===== config.mk =====
export PLATFORM = sky130hd
export DESIGN_NAME = grid_diff_scanner
export DESIGN_NICKNAME = d
export VERILOG_FILES = /design/src/rtl/grid_diff_scanner.sv
export SDC_FILE = /design/constraint.sdc
export NUM_CORES = 1
export LEC_CHECK = 0
export BUFFER_PORTS_ARGS = -buffer_cell sky130_fd_sc_hd__buf_2
export CORE_MARGIN = 2
export CORE_UTILIZATION = 41
export CTS_BUF_LIST = sky130_fd_sc_hd__clkbuf_16
export DETAILED_ROUTE_END_ITERATION = 10
export GPL_TIMING_DRIVEN = 0
export HOLD_SLACK_MARGIN = 0.05
export MAX_ROUTING_LAYER = met4
export PLACE_DENSITY = 0.61
export SYNTH_ARGS = -nofsm -noshare
export SYNTH_HDL_FRONTEND = slang
export SYNTH_SLANG_ARGS = --single-unit

===== constraint.sdc =====
create_clock -name clk -period 4.9 [get_ports clk]
set_input_delay 0.98 -clock clk [delete_from_list [all_inputs] [get_ports clk]]
set_output_delay 0.98 -clock clk [all_outputs]
set_load 0.1 [all_outputs]

===== src/rtl/grid_diff_scanner.sv =====
// grid_diff_scanner: raster-scans the cell map, encodes object flags and
// requests a redraw for every cell that differs from the shadow frame.
module grid_diff_scanner #(
    parameter int GRID_W = 16,
    parameter int GRID_H = 12,
    parameter int XW = 4,
    parameter int YW = 4,
    parameter int CW = 3,
    localparam int NW = $clog2(GRID_W * GRID_H + 1)
) (
    input  logic          clk,
    input  logic          rst,
    input  logic          start,
    input  logic          force_redraw,
    input  logic          game_over,
    input  logic          snake_head,
    input  logic          snake_body,
    input  logic          apple,
    input  logic          border,
    input  logic          cmd_done,
    output logic [XW-1:0] x,
    output logic [YW-1:0] y,
    output logic [CW-1:0] obj_code,
    output logic          diff,
    output logic          init_cycle,
    output logic          busy,
    output logic          frame_done,
    output logic [NW-1:0] diff_count
);
    typedef enum logic [1:0] {IDLE, SCAN, WAIT_CMD, DONE} state_t;
    state_t state, state_n;
    logic [CW-1:0] shadow [GRID_H][GRID_W];
    logic [CW-1:0] code;
    logic [NW-1:0] cnt;
    logic full, redraw_pending, changed, x_end, last, adv, draw;

    assign code = game_over ? CW'(5) : snake_head ? CW'(4) : snake_body ? CW'(3) :
                  apple ? CW'(2) : border ? CW'(1) : CW'(0);
    assign changed = full || code != shadow[y][x];
    assign x_end = x == XW'(GRID_W - 1);
    assign last = x_end && y == YW'(GRID_H - 1);
    assign draw = state == WAIT_CMD && cmd_done;
    assign adv = (state == SCAN && !changed) || draw;
    assign busy = state != IDLE;
    assign diff = state == WAIT_CMD;
    assign frame_done = state == DONE;

    always_comb begin
        state_n = state;
        case (state)
            IDLE:     state_n = start ? SCAN : IDLE;
            SCAN:     state_n = changed ? WAIT_CMD : last ? DONE : SCAN;
            WAIT_CMD: state_n = !cmd_done ? WAIT_CMD : last ? DONE : SCAN;
            default:  state_n = IDLE;
        endcase
    end

    always_ff @(posedge clk)
        state <= rst ? IDLE : state_n;

    always_ff @(posedge clk) begin
        if (rst) begin
            x <= '0;
            y <= '0;
            obj_code <= '0;
            diff_count <= '0;
            init_cycle <= 1'b1;
            redraw_pending <= 1'b0;
            full <= 1'b0;
            cnt <= '0;
        end else begin
            if (state == IDLE) begin
                x <= '0;
                y <= '0;
                cnt <= '0;
                full <= init_cycle || redraw_pending || force_redraw;
                // a redraw request made while idle survives until a frame starts
                redraw_pending <= !start && (redraw_pending || force_redraw);
            end else begin
                redraw_pending <= redraw_pending || force_redraw;
            end
            if (state == SCAN && changed)
                obj_code <= code;
            if (draw)
                cnt <= cnt + 1'b1;
            if (adv) begin
                x <= x_end ? '0 : x + 1'b1;
                y <= last ? '0 : x_end ? y + 1'b1 : y;
                if (last) begin
                    diff_count <= cnt + NW'(draw);
                    init_cycle <= 1'b0;
                end
            end
        end
    end

    always_ff @(posedge clk)
        if (draw)
            shadow[y][x] <= obj_code;
endmodule


==> results of run 1 <==
[what timing repair did]
| action | in CTS | in global routing |
|---|---|---|
| pin swaps | 0 | 1 |
| setup buffers | 0 | 1 |
| gates cloned | 0 | 0 |
| gates resized for setup | 6 | 4 |
| endpoints found under the setup margin | 18 | 16 |
[worst register-to-register path, stage by stage (launching register included)]
cell	delay [ns]
sky130_fd_sc_hd__dfxtp_1	0.30
sky130_fd_sc_hd__buf_2	0.21
sky130_fd_sc_hd__buf_6	0.24
sky130_fd_sc_hd__buf_6	0.30
sky130_fd_sc_hd__buf_4	0.40
sky130_fd_sc_hd__mux4_2	0.39
sky130_fd_sc_hd__mux2i_1	0.34
sky130_fd_sc_hd__nand2_1	0.13
sky130_fd_sc_hd__o2111ai_1	0.18
sky130_fd_sc_hd__o311ai_0	0.22
sky130_fd_sc_hd__nor3_1	0.58
sky130_fd_sc_hd__mux2_2	0.44
sky130_fd_sc_hd__and3_1	0.20
sky130_fd_sc_hd__buf_6	0.13
sky130_fd_sc_hd__a2111oi_4	0.28
sky130_fd_sc_hd__buf_4	0.23
sky130_fd_sc_hd__a21o_1	0.17
[logic make-up (layout without fill, tap and decap cells)]
kind of cell / count (synthesis) / in the layout / synth area share
muxes: 184 / 184 / 0.141
AOI/OAI and AO/OA: 166 / 166 / 0.0478
buffers and inverters: 111 / 255 / 0.0253
DFF: 612 / 612 / 0.711
adders and majority gates: 12 / 12 / 0.00593
xor gates and xnor gates: 6 / 6 / 0.00207
and+or+nand+nor: 389 / 389 / 0.0668
[sequential cells by signal (all words and copies together), names as in the netlist, named ones only]
name / cells
cnt: 8
shadow: 576
x: 4
init_cycle: 1
diff_count: 8
y: 4
redraw_pending: 1
obj_code: 3
full: 1
state: 2
[metrics by stage]
stage / area, um2 / setup WS (ns) / setup TNS (ns) / cells
after floorplan: 25300 / 0.657 / 0 / 1480
after global placement: 26500 / -1.83 / -537.11 / 2302
after detailed placement: 26700 / -0.171 / -2.30 / 2308
after CTS: 28600 / 0.0165 / 0 / 2413
after global routing: 28600 / 0.00586 / 0 / 2414
final: 28600 / 0.109 / 0 / 2414
[worst min-delay path by stage]
stage,endpoint,cells after the start
detailed placement,cnt[0],2
floorplan,full,2
CTS,cnt[0],2
global placement,full,2
finish,cnt[0],2
global route,full,2
[synthesized netlist by cell type, types with 4 or more instances]
| master | number |
|---|---|
| sky130_fd_sc_hd__edfxtp_1 | 576 |
| sky130_fd_sc_hd__nor2_1 | 227 |
| sky130_fd_sc_hd__mux4_2 | 100 |
| sky130_fd_sc_hd__nand2_1 | 56 |
| sky130_fd_sc_hd__clkbuf_1 | 44 |
| sky130_fd_sc_hd__mux2i_1 | 42 |
| sky130_fd_sc_hd__dfxtp_1 | 36 |
| sky130_fd_sc_hd__nand3_1 | 34 |
| sky130_fd_sc_hd__a21oi_1 | 28 |
| sky130_fd_sc_hd__mux4_1 | 28 |
| sky130_fd_sc_hd__a211oi_1 | 20 |
| sky130_fd_sc_hd__buf_2 | 19 |
| sky130_fd_sc_hd__o21ai_0 | 19 |
| sky130_fd_sc_hd__nor2b_1 | 17 |
| sky130_fd_sc_hd__inv_1 | 14 |
| sky130_fd_sc_hd__mux2_2 | 14 |
| sky130_fd_sc_hd__buf_6 | 13 |
| sky130_fd_sc_hd__ha_1 | 12 |
| sky130_fd_sc_hd__nor3_1 | 12 |
| sky130_fd_sc_hd__o22ai_1 | 10 |
| sky130_fd_sc_hd__a31oi_1 | 9 |
| sky130_fd_sc_hd__buf_4 | 8 |
| sky130_fd_sc_hd__nand2b_1 | 8 |
| sky130_fd_sc_hd__o211ai_1 | 8 |
| sky130_fd_sc_hd__a311oi_1 | 7 |
| sky130_fd_sc_hd__a2111oi_0 | 6 |
| sky130_fd_sc_hd__nand4_1 | 6 |
| sky130_fd_sc_hd__a21o_1 | 5 |
| sky130_fd_sc_hd__and2_1 | 5 |
| sky130_fd_sc_hd__buf_1 | 5 |
| sky130_fd_sc_hd__o21a_1 | 5 |
| sky130_fd_sc_hd__o221ai_1 | 5 |
| sky130_fd_sc_hd__nor4_1 | 4 |
[power groups by stage]
stage / Clock (mW) / Sequential, mW / Combinational [mW]
3_3_place_gp: 0 / 5.97 / 0.115
3_5_place_dp: 0 / 5.87 / 0.206
4_1_cts: 4.53 / 5.76 / 0.207
2_1_floorplan: 0 / 5.93 / 0.0659
5_1_grt: 4.71 / 5.76 / 0.222
6_report: 4.51 / 5.76 / 0.210
[layer usage]
metal	vias to the layer above	track usage	wire, um
met3	191	0.0553	7840
met1	7838	0.338	30700
met4	0	0.0945	3360
li1	6089	-	-
met5	-	-	0
met2	931	0.370	34800
[cell type report]
type                            count  area [um2]
Buffer                             95         599
Clock buffer                       61        1530
Clock inverter                     44         353
Fill cell                        5120       32800
Inverter                           16        60.1
Multi-Input combinational cell    757        6690
Sequential cell                   612       18000
Tap cell                          790         988
Timing Repair Buffer               39         333
==> impl_metrics.yaml, run 1 <==
synthesis:
  post_synth_instance_area_um2: 25300
  synth_top_cell_by_area: "sky130_fd_sc_hd__edfxtp_1"
  post_synth_main_area_contributors: "sky130_fd_sc_hd__edfxtp_1, sky130_fd_sc_hd__mux4_2, sky130_fd_sc_hd__nor2_1"
  synthDistinctLibCells: 75
  synth_ff_type: "sky130_fd_sc_hd__edfxtp_1"
  synth_largest_type_area_fraction: 0.683
  mappedNetlistNets: 1502
  ys_ff_latch: 612
  synthArstFlopShare: 0
  synth_enable_flop_cells: 576
  mean_instance_size_in_the_synthesized_netlist_um2: 17.1
  yosysSeqAreaShare: 0.711
  postSynthCellCount: 1480
  synth.yosys.warnings: 0
finish:
  layout_commonest_cell: "sky130_fd_sc_hd__edfxtp_1"
  final_nets: 1602
  final_cell_mix: "sky130_fd_sc_hd__edfxtp_1, sky130_fd_sc_hd__nor2_1, sky130_fd_sc_hd__mux4_2"
  antenna_cells: 0
  post_route_cells_drive_above_1_share: 0.192
  final_core_util: 0.466
  area.growth.synth_to_final_pct: 12.8
place:
  place.gp.congestion: 0.968
  hpwlAfterDp_mm: 50.6
  portBuffers: 32
grt:
  grt_pass1_wl_mm: 109
  global_route_total_usage_across_every_layer: 0.249
  sum_of_overflow_across_all_layers_after_global_routing: 0
  antenna_found_initial: 1
  grt_start_max_net_pins: 99
  vias_in_the_first_global_route: 14700
sta:
  period_utilization: 0.978
  report.final.hold_viol_count: 0
  worst_hold_slack_ns: 0.522
  slew-limit-headroom: -0.0525
  setup_violations: 0
  worst_slew_pin_slew_ns: 1.58
  finalWorstPathRequiredPeriod_ns: 4.79
  grt_setup_unrepaired: "no"
  final-max-slew-violation-count: 22
  achievable-frequency_ghz: 0.209
  timing.clock.skew_ns: 0.0213
route:
  via_per_inst: 6.23
  initial_drt_pass_iterations: 6
  antenna_violating_nets_post_route: 0
  vias: 15000
  first_iter_violations: 2304
  avgRoutedWirePerCell_um: 31.8
  route.final.wire_length_mm: 76.7
  drc: 0
clock_tree:
  root_buffer: "sky130_fd_sc_hd__clkbuf_16"
  htreeDepth: 2
  worstSkewPairLatency_ns: 0.63
  clock_path_buffers: 3
  cts.clk_slew.worst_paths_ns: 0.06
  cts-buffers-inserted: 59
  cts.hold.buffers_added: 0
  tritoncts: "built"
  tritoncts_num_sinks: 612
power:
  power.total_mw: 10.5
  power.combinational.fraction: 0.020
  power.share.sequential: 0.550
  p_clk_frac: 0.430
  cellPowerDensity_nw_per_um2: 367
  p_leak_nw: 8.71
  swShare: 0.205
  internal_power_mw: 8.33
  switching_power_mw: 2.15
  max-vdd-ir-drop_v: 0.000289
critical_path:
  timing.critical_path.cells: "buf_2 -> buf_6 -> buf_6 -> buf_4 -> mux4_2 -> mux2i_1 -> nand2_1 -> o2111ai_1 -> o311ai_0 -> nor3_1 -> mux2_2 -> and3_1 -> buf_6 -> a2111oi_4 -> buf_4 -> a21o_1"
  path_class: "reg -> reg"
  cp_slowest_cell: "sky130_fd_sc_hd__nor3_1"
  worst_setup_path_end_kind: "flop"
  critPathArrivalTime_ns: 5.35
  cp.depth: 16
  critical_path_buf_inv_count: 6
  crit_path_start_kind: "flop"
  max_stage_delay_ns: 0.57
  crit_path_max_fanout: 10
  path_common_cell: "sky130_fd_sc_hd__buf_6"
  rr_worst_depth: 16
  cp_data_required_time_ns: 5.46
  cp_top_family: "buffers and inverters"
  reg2reg_setup_slack_ns: 0.11
floorplan:
  design.core.area_um2: 61400
  floorplan.die_area_um2: 63800
  dieWidth_um: 253
  floorplan.io_pins: 33
  floorplan.rows: 91
  dieHeight_um: 253
  initial_utilization: 0.413
job:
  cap_viol_max_count: 2
run_status:
  failed_checks: "capacitance limit, slew limit"
  run_status: "finished with violations"
worst_hold_path:
  hold_class: "reg -> reg"
  hold_start: "cnt[0]"
(Power assumes the default switching activity.)
==> inputs of run 2 (changes only) <==
Settings changed: CTS_BUF_LIST sky130_fd_sc_hd__clkbuf_16 to sky130_fd_sc_hd__clkbuf_8, SKIP_LAST_GASP set to 1.
Clock period 4.9 ns to 6.1 ns, I/O delays scaled along.
==> run 2 against run 1 <==
  * The run still ends with capacitance limit, slew limit left
  * First-iteration DRC count down 1.0%
  * Combinational power down 20%
  * Clock power shrank 29%
  * Routed wire length increased by 0.91%
  * Final area is 0.69% lower
  * Global-route usage grew 0.24 points
  * Flip-flop and latch count unchanged
  * Critical path type unchanged
==> impl_metrics.yaml, run 2 (synthesis results as in run 1) <==
run_status:
  run_status: "finished with violations"
  failed_checks: "capacitance limit, slew limit"
sta:
  timing.clock.skew_ns: 0.0314
  final-max-slew-violation-count: 11
  achievable-frequency_ghz: 0.188
  worst_slew_pin_slew_ns: 1.51
  setup_tns_ns: 0
  report.final.hold_viol_count: 0
  worst_hold_slack_ns: 0.521
  finalWorstPathRequiredPeriod_ns: 5.32
  grt_setup_unrepaired: "no"
  setup_violations: 0
  layout_setup_ws_ns: 0.776
  period_utilization: 0.873
  slew-limit-headroom: -0.00656
power:
  cellPowerDensity_nw_per_um2: 281
  p_leak_nw: 8.72
  power.total_mw: 7.99
  max-vdd-ir-drop_v: 0.000157
clock_tree:
  worstSkewPairLatency_ns: 0.70
  cts.hold.buffers_added: 0
  root_buffer: "sky130_fd_sc_hd__clkbuf_8"
  tritoncts_num_sinks: 612
  htreeDepth: 3
  post-cts-setup-buffers: 0
  cts_resized: 0
  cts.clk_slew.worst_paths_ns: 0.06
  clock_path_buffers: 3
  cts-buffers-inserted: 96
  tritoncts: "built"
place:
  dpl_cell_area_um2: 26700
  place_inst: 2308
  portBuffers: 32
  detailedPlace.worstSlack_ns: 1.03
  place.gp.congestion: 0.968
  hpwlAfterDp_mm: 50.6
route:
  antenna_violating_nets_post_route: 0
  route.final.wire_length_mm: 77.4
  avgRoutedWirePerCell_um: 31.2
  vias: 15100
  via_per_inst: 6.09
  drc: 0
  initial_drt_pass_iterations: 5
  first_iter_violations: 2281
worst_hold_path:
  hold_class: "reg -> reg"
  worstHoldPathCells: 2
  worst_hold_path.endpoint: "cnt[0]"
  hold_start: "cnt[0]"
floorplan:
  floorplan.rows: 91
  initial_utilization: 0.413
  design.core.area_um2: 61400
  dieHeight_um: 253
  floorplan.io_pins: 33
  floorplan.die_area_um2: 63800
  dieWidth_um: 253
finish:
  post_route_cells_drive_above_1_share: 0.202
  layout_commonest_cell: "sky130_fd_sc_hd__edfxtp_1"
  fillerInstances: 5161
  largest_register_ff_count: 576
  final_cell_count_no_fill: 2483
  post-route-cell-area_um2: 28400
  final_nets: 1638
  reg.largest.list: "shadow: 576 flops, cnt: 8 flops, diff_count: 8 flops"
  final_core_util: 0.462
  most_flops_register: "shadow"
  final_cell_mix: "sky130_fd_sc_hd__edfxtp_1, sky130_fd_sc_hd__nor2_1, sky130_fd_sc_hd__clkbuf_8"
  area.growth.synth_to_final_pct: 12.0
grt:
  grt_pass1_wl_mm: 109
  grt_start_max_net_pins: 99
  sum_of_overflow_across_all_layers_after_global_routing: 0
  antenna_found_initial: 2
  global_route_total_usage_across_every_layer: 0.252
  vias_in_the_first_global_route: 15000
critical_path:
  crit_path_start_kind: "flop"
  reg2reg_setup_slack_ns: 0.78
  path_class: "reg -> reg"
  critPathArrivalTime_ns: 5.95
  crit_path_max_fanout: 10
  cp_data_required_time_ns: 6.72
  rr_worst_depth: 12
  worst_setup_path_end_kind: "flop"
job:
  cap_viol_max_count: 1
==> run 2: changes by cell type in the layout (fill, tap and decap cells not counted), sizes merged <==
cell / previous run / this run
inv: 21 / 41
diode: 0 / 1
buf: 86 / 87
clkinv: 31 / 45
clkdlybuf4s15: 1 / 0
clkbuf: 108 / 147
bufinv: 6 / 1
==> run 2: report_power, final <==
| group | switching, mW | total (mW) | internal [mW] |
|---|---|---|---|
| Clock | 1.62 | 3.19 | 1.57 |
| Combinational | 0.132 | 0.168 | 0.0364 |
| Sequential | 0.0203 | 4.63 | 4.61 |
==> run 2: worst max-delay path by stage <==
stage                   to  slack, ns
3_3_place_gp   obj_code[2]      -0.87
4_1_cts               flop       0.98
5_1_grt               flop       0.73
6_report              flop       0.78
2_1_floorplan  obj_code[2]       1.62
3_5_place_dp          flop       1.03
==> run 2: worst max-delay path: stages, from the launching register on <==
cell and delay, ns:
sky130_fd_sc_hd__dfxtp_1 0.33, sky130_fd_sc_hd__buf_2 0.34, sky130_fd_sc_hd__buf_2 0.49, sky130_fd_sc_hd__buf_2 0.53, sky130_fd_sc_hd__mux2i_1 0.29, sky130_fd_sc_hd__nor3_1 0.55
sky130_fd_sc_hd__a311oi_1 0.23, sky130_fd_sc_hd__a311oi_1 0.75, sky130_fd_sc_hd__nor2_1 0.15, sky130_fd_sc_hd__o221ai_2 0.30, sky130_fd_sc_hd__nand4b_2 0.29, sky130_fd_sc_hd__a2111oi_0 0.77
sky130_fd_sc_hd__a211o_2 0.21
==> run 2: layout make-up <==
| class | instances | area (um2) | share of cell area |
|---|---|---|---|
| diodes | 1 | 2.50 | 0.0000882 |
| plain buffers | 95 | 582 | 0.0205 |
| clock buffers | 101 | 1390 | 0.0490 |
| clock inverters | 73 | 333 | 0.0117 |
| inverters | 16 | 60.1 | 0.00212 |
| multi-input cells | 757 | 6670 | 0.235 |
| flip-flops and latches | 612 | 18000 | 0.635 |
| well taps | 790 | 988 | 0.0348 |
| repair buffers | 38 | 325 | 0.0115 |
==> run 2: per-layer routing <==
layer | routed length [um] | vias to the layer above | part of all wire | GRT usage
met5 | 0 | - | 0 | -
met2 | 35200 | 932 | 0.45 | 0.372
met3 | 8720 | 185 | 0.11 | 0.0729
met4 | 3440 | 0 | 0.044 | 0.103
met1 | 30100 | 7813 | 0.39 | 0.327
li1 | - | 6180 | - | -
==> inputs of run 3 (changes only) <==
Settings changed: RECOVER_POWER set to 100.
==> run 3 against run 2 <==
  * The run still ends with capacitance limit, slew limit left
  * Combinational power decreased by 4%
  * Utilization shrank 0.21 points
  * Total power about the same
  * Via count grew 0.81%
  * Fmax down 4.7%
  * Routed wire length increased by 0.14%
  * First-iteration DRC count is 1.5% lower
  * Largest power group unchanged
==> impl_metrics.yaml, run 3 (synthesis results as in run 1) <==
route:
  via_per_inst: 6.13
  antenna_violating_nets_post_route: 0
  route.final.wire_length_mm: 77.5
  avgRoutedWirePerCell_um: 31.2
  first_iter_violations: 2246
  initial_drt_pass_iterations: 6
  drc: 0
  vias: 15200
critical_path:
  rr_worst_depth: 12
  timing.critical_path.cells: "clkbuf_1 -> clkbuf_1 -> buf_1 -> nand2_1 -> o2111ai_1 -> o311ai_0 -> nor3_1 -> mux2_2 -> and3_1 -> clkbuf_1 -> a2111oi_2 -> a22o_2"
  critPathArrivalTime_ns: 6.21
  regToRegStartpoint: "x[0]"
  max_stage_delay_ns: 1.02
  reg2reg_setup_slack_ns: 0.51
  path_class: "reg -> reg"
  cp_slowest_cell: "sky130_fd_sc_hd__a2111oi_2"
  crit_path_start_kind: "flop"
  worst_setup_path_end_kind: "flop"
  path_common_cell: "sky130_fd_sc_hd__clkbuf_1"
  crit_path_max_fanout: 10
  cp_data_required_time_ns: 6.72
finish:
  area.growth.synth_to_final_pct: 11.5
  final_nets: 1638
  final_cell_mix: "sky130_fd_sc_hd__edfxtp_1, sky130_fd_sc_hd__nor2_1, sky130_fd_sc_hd__clkbuf_8"
  register_area_um2: 18000
  final_cell_count_no_fill: 2483
  post_route_cells_drive_above_1_share: 0.181
  multi_input_comb_area_um2: 6640
  largest_register_ff_count: 576
  layout_commonest_cell: "sky130_fd_sc_hd__edfxtp_1"
  most_flops_register: "shadow"
  final_core_util: 0.460
  fillerInstances: 5187
  reg.largest.list: "shadow: 576 flops, cnt: 8 flops, diff_count: 8 flops"
  post-route-cell-area_um2: 28300
sta:
  finalWorstPathRequiredPeriod_ns: 5.59
  slew-limit-headroom: -1.73
  period_utilization: 0.916
  worst_slew_pin_slew_ns: 4.10
  setup_tns_ns: 0
  achievable-frequency_ghz: 0.179
  timing.clock.skew_ns: 0.0306
  report.final.hold_viol_count: 0
  grt_setup_unrepaired: "no"
  setup_violations: 0
  final-max-slew-violation-count: 295
worst_hold_path:
  hold_start: "cnt[0]"
  worstHoldPathCells: 2
  worst_hold_path.endpoint: "cnt[0]"
  hold_class: "reg -> reg"
floorplan:
  floorplan.rows: 91
  dieWidth_um: 253
  floorplan.die_area_um2: 63800
  floorplan.io_pins: 33
  design.core.area_um2: 61400
  initial_utilization: 0.413
  dieHeight_um: 253
grt:
  vias_in_the_first_global_route: 15000
  grt_pass1_wl_mm: 109
  met2_usage_grt: 0.372
  gr_met1_demand_resource: 0.327
  global_route_total_usage_across_every_layer: 0.252
  sum_of_overflow_across_all_layers_after_global_routing: 0
  globalRouteMet3Util: 0.0729
  top_usage_layer: "met2"
  antenna_found_initial: 2
  grt_start_max_net_pins: 99
clock_tree:
  cts.clk_slew.worst_paths_ns: 0.06
  root_buffer: "sky130_fd_sc_hd__clkbuf_8"
  cts-buffers-inserted: 96
  tritoncts: "built"
  cts_resized: 0
  tritoncts_num_sinks: 612
  cts.hold.buffers_added: 0
  worstSkewPairLatency_ns: 0.70
  post-cts-setup-buffers: 0
  clock_path_buffers: 3
  htreeDepth: 3
power:
  p_leak_nw: 8.58
  cellPowerDensity_nw_per_um2: 283
  max-vdd-ir-drop_v: 0.000161
  power.total_mw: 7.99
place:
  portBuffers: 32
  hpwlAfterDp_mm: 50.6
  place.gp.congestion: 0.968
  place_inst: 2308
  dpl_cell_area_um2: 26700
job:
  cap_viol_max_count: 5
run_status:
  run_status: "finished with violations"
  failed_checks: "capacitance limit, slew limit"
## run 3: critical path: cells and delay by family, from the launching register on
family / cells / cell delay [ns]
mux: 1 / 0.44
simple gates: 3 / 0.91
buf+inv: 4 / 1.90
compound gates: 4 / 1.69
flops: 1 / 0.58
## run 3: area by class of cell
cell class                 count  area share
buffer                        95      0.0202
sequential                   612       0.638
tap                          790      0.0350
antenna                        1   0.0000886
clock buffer                 101      0.0492
inverter                      16     0.00213
clock inverter                73      0.0118
timing repair buffer          38     0.00877
multi-input combinational    757       0.235
## run 3: metal layers
metal / up-vias / share of wire
met4: 0 / 0.046
met2: 960 / 0.45
met3: 193 / 0.11
met1: 7896 / 0.39
li1: 6183 / -
met5: - / 0
## run 3: where the power goes
| part | switching [mW] | internal [mW] | total (mW) |
|---|---|---|---|
| clock network | 1.62 | 1.57 | 3.19 |
| registers | 0.0196 | 4.61 | 4.63 |
| logic | 0.130 | 0.0307 | 0.161 |
## run 3: worst max path at each step
stage / endpoint / cells after the start / slack [ns] / from
after CTS: flop / 12 / 0.98 / flop
final: flop / 12 / 0.51 / x[0]
after global routing: y[3] / 14 / 0.39 / flop
after floorplan: obj_code[2] / 0 / 1.62 / obj_code[2]
after global placement: obj_code[2] / 1 / -0.87 / obj_code[2]
after detailed placement: flop / 12 / 1.03 / flop
## run 3: stage by stage
stage	hold WS [ns]	setup slack, ns
floorplan	0.489	1.62
global placement	0.483	-0.872
detailed placement	0.514	1.03
CTS	0.521	0.981
global route	0.556	0.393
finish	0.524	0.514
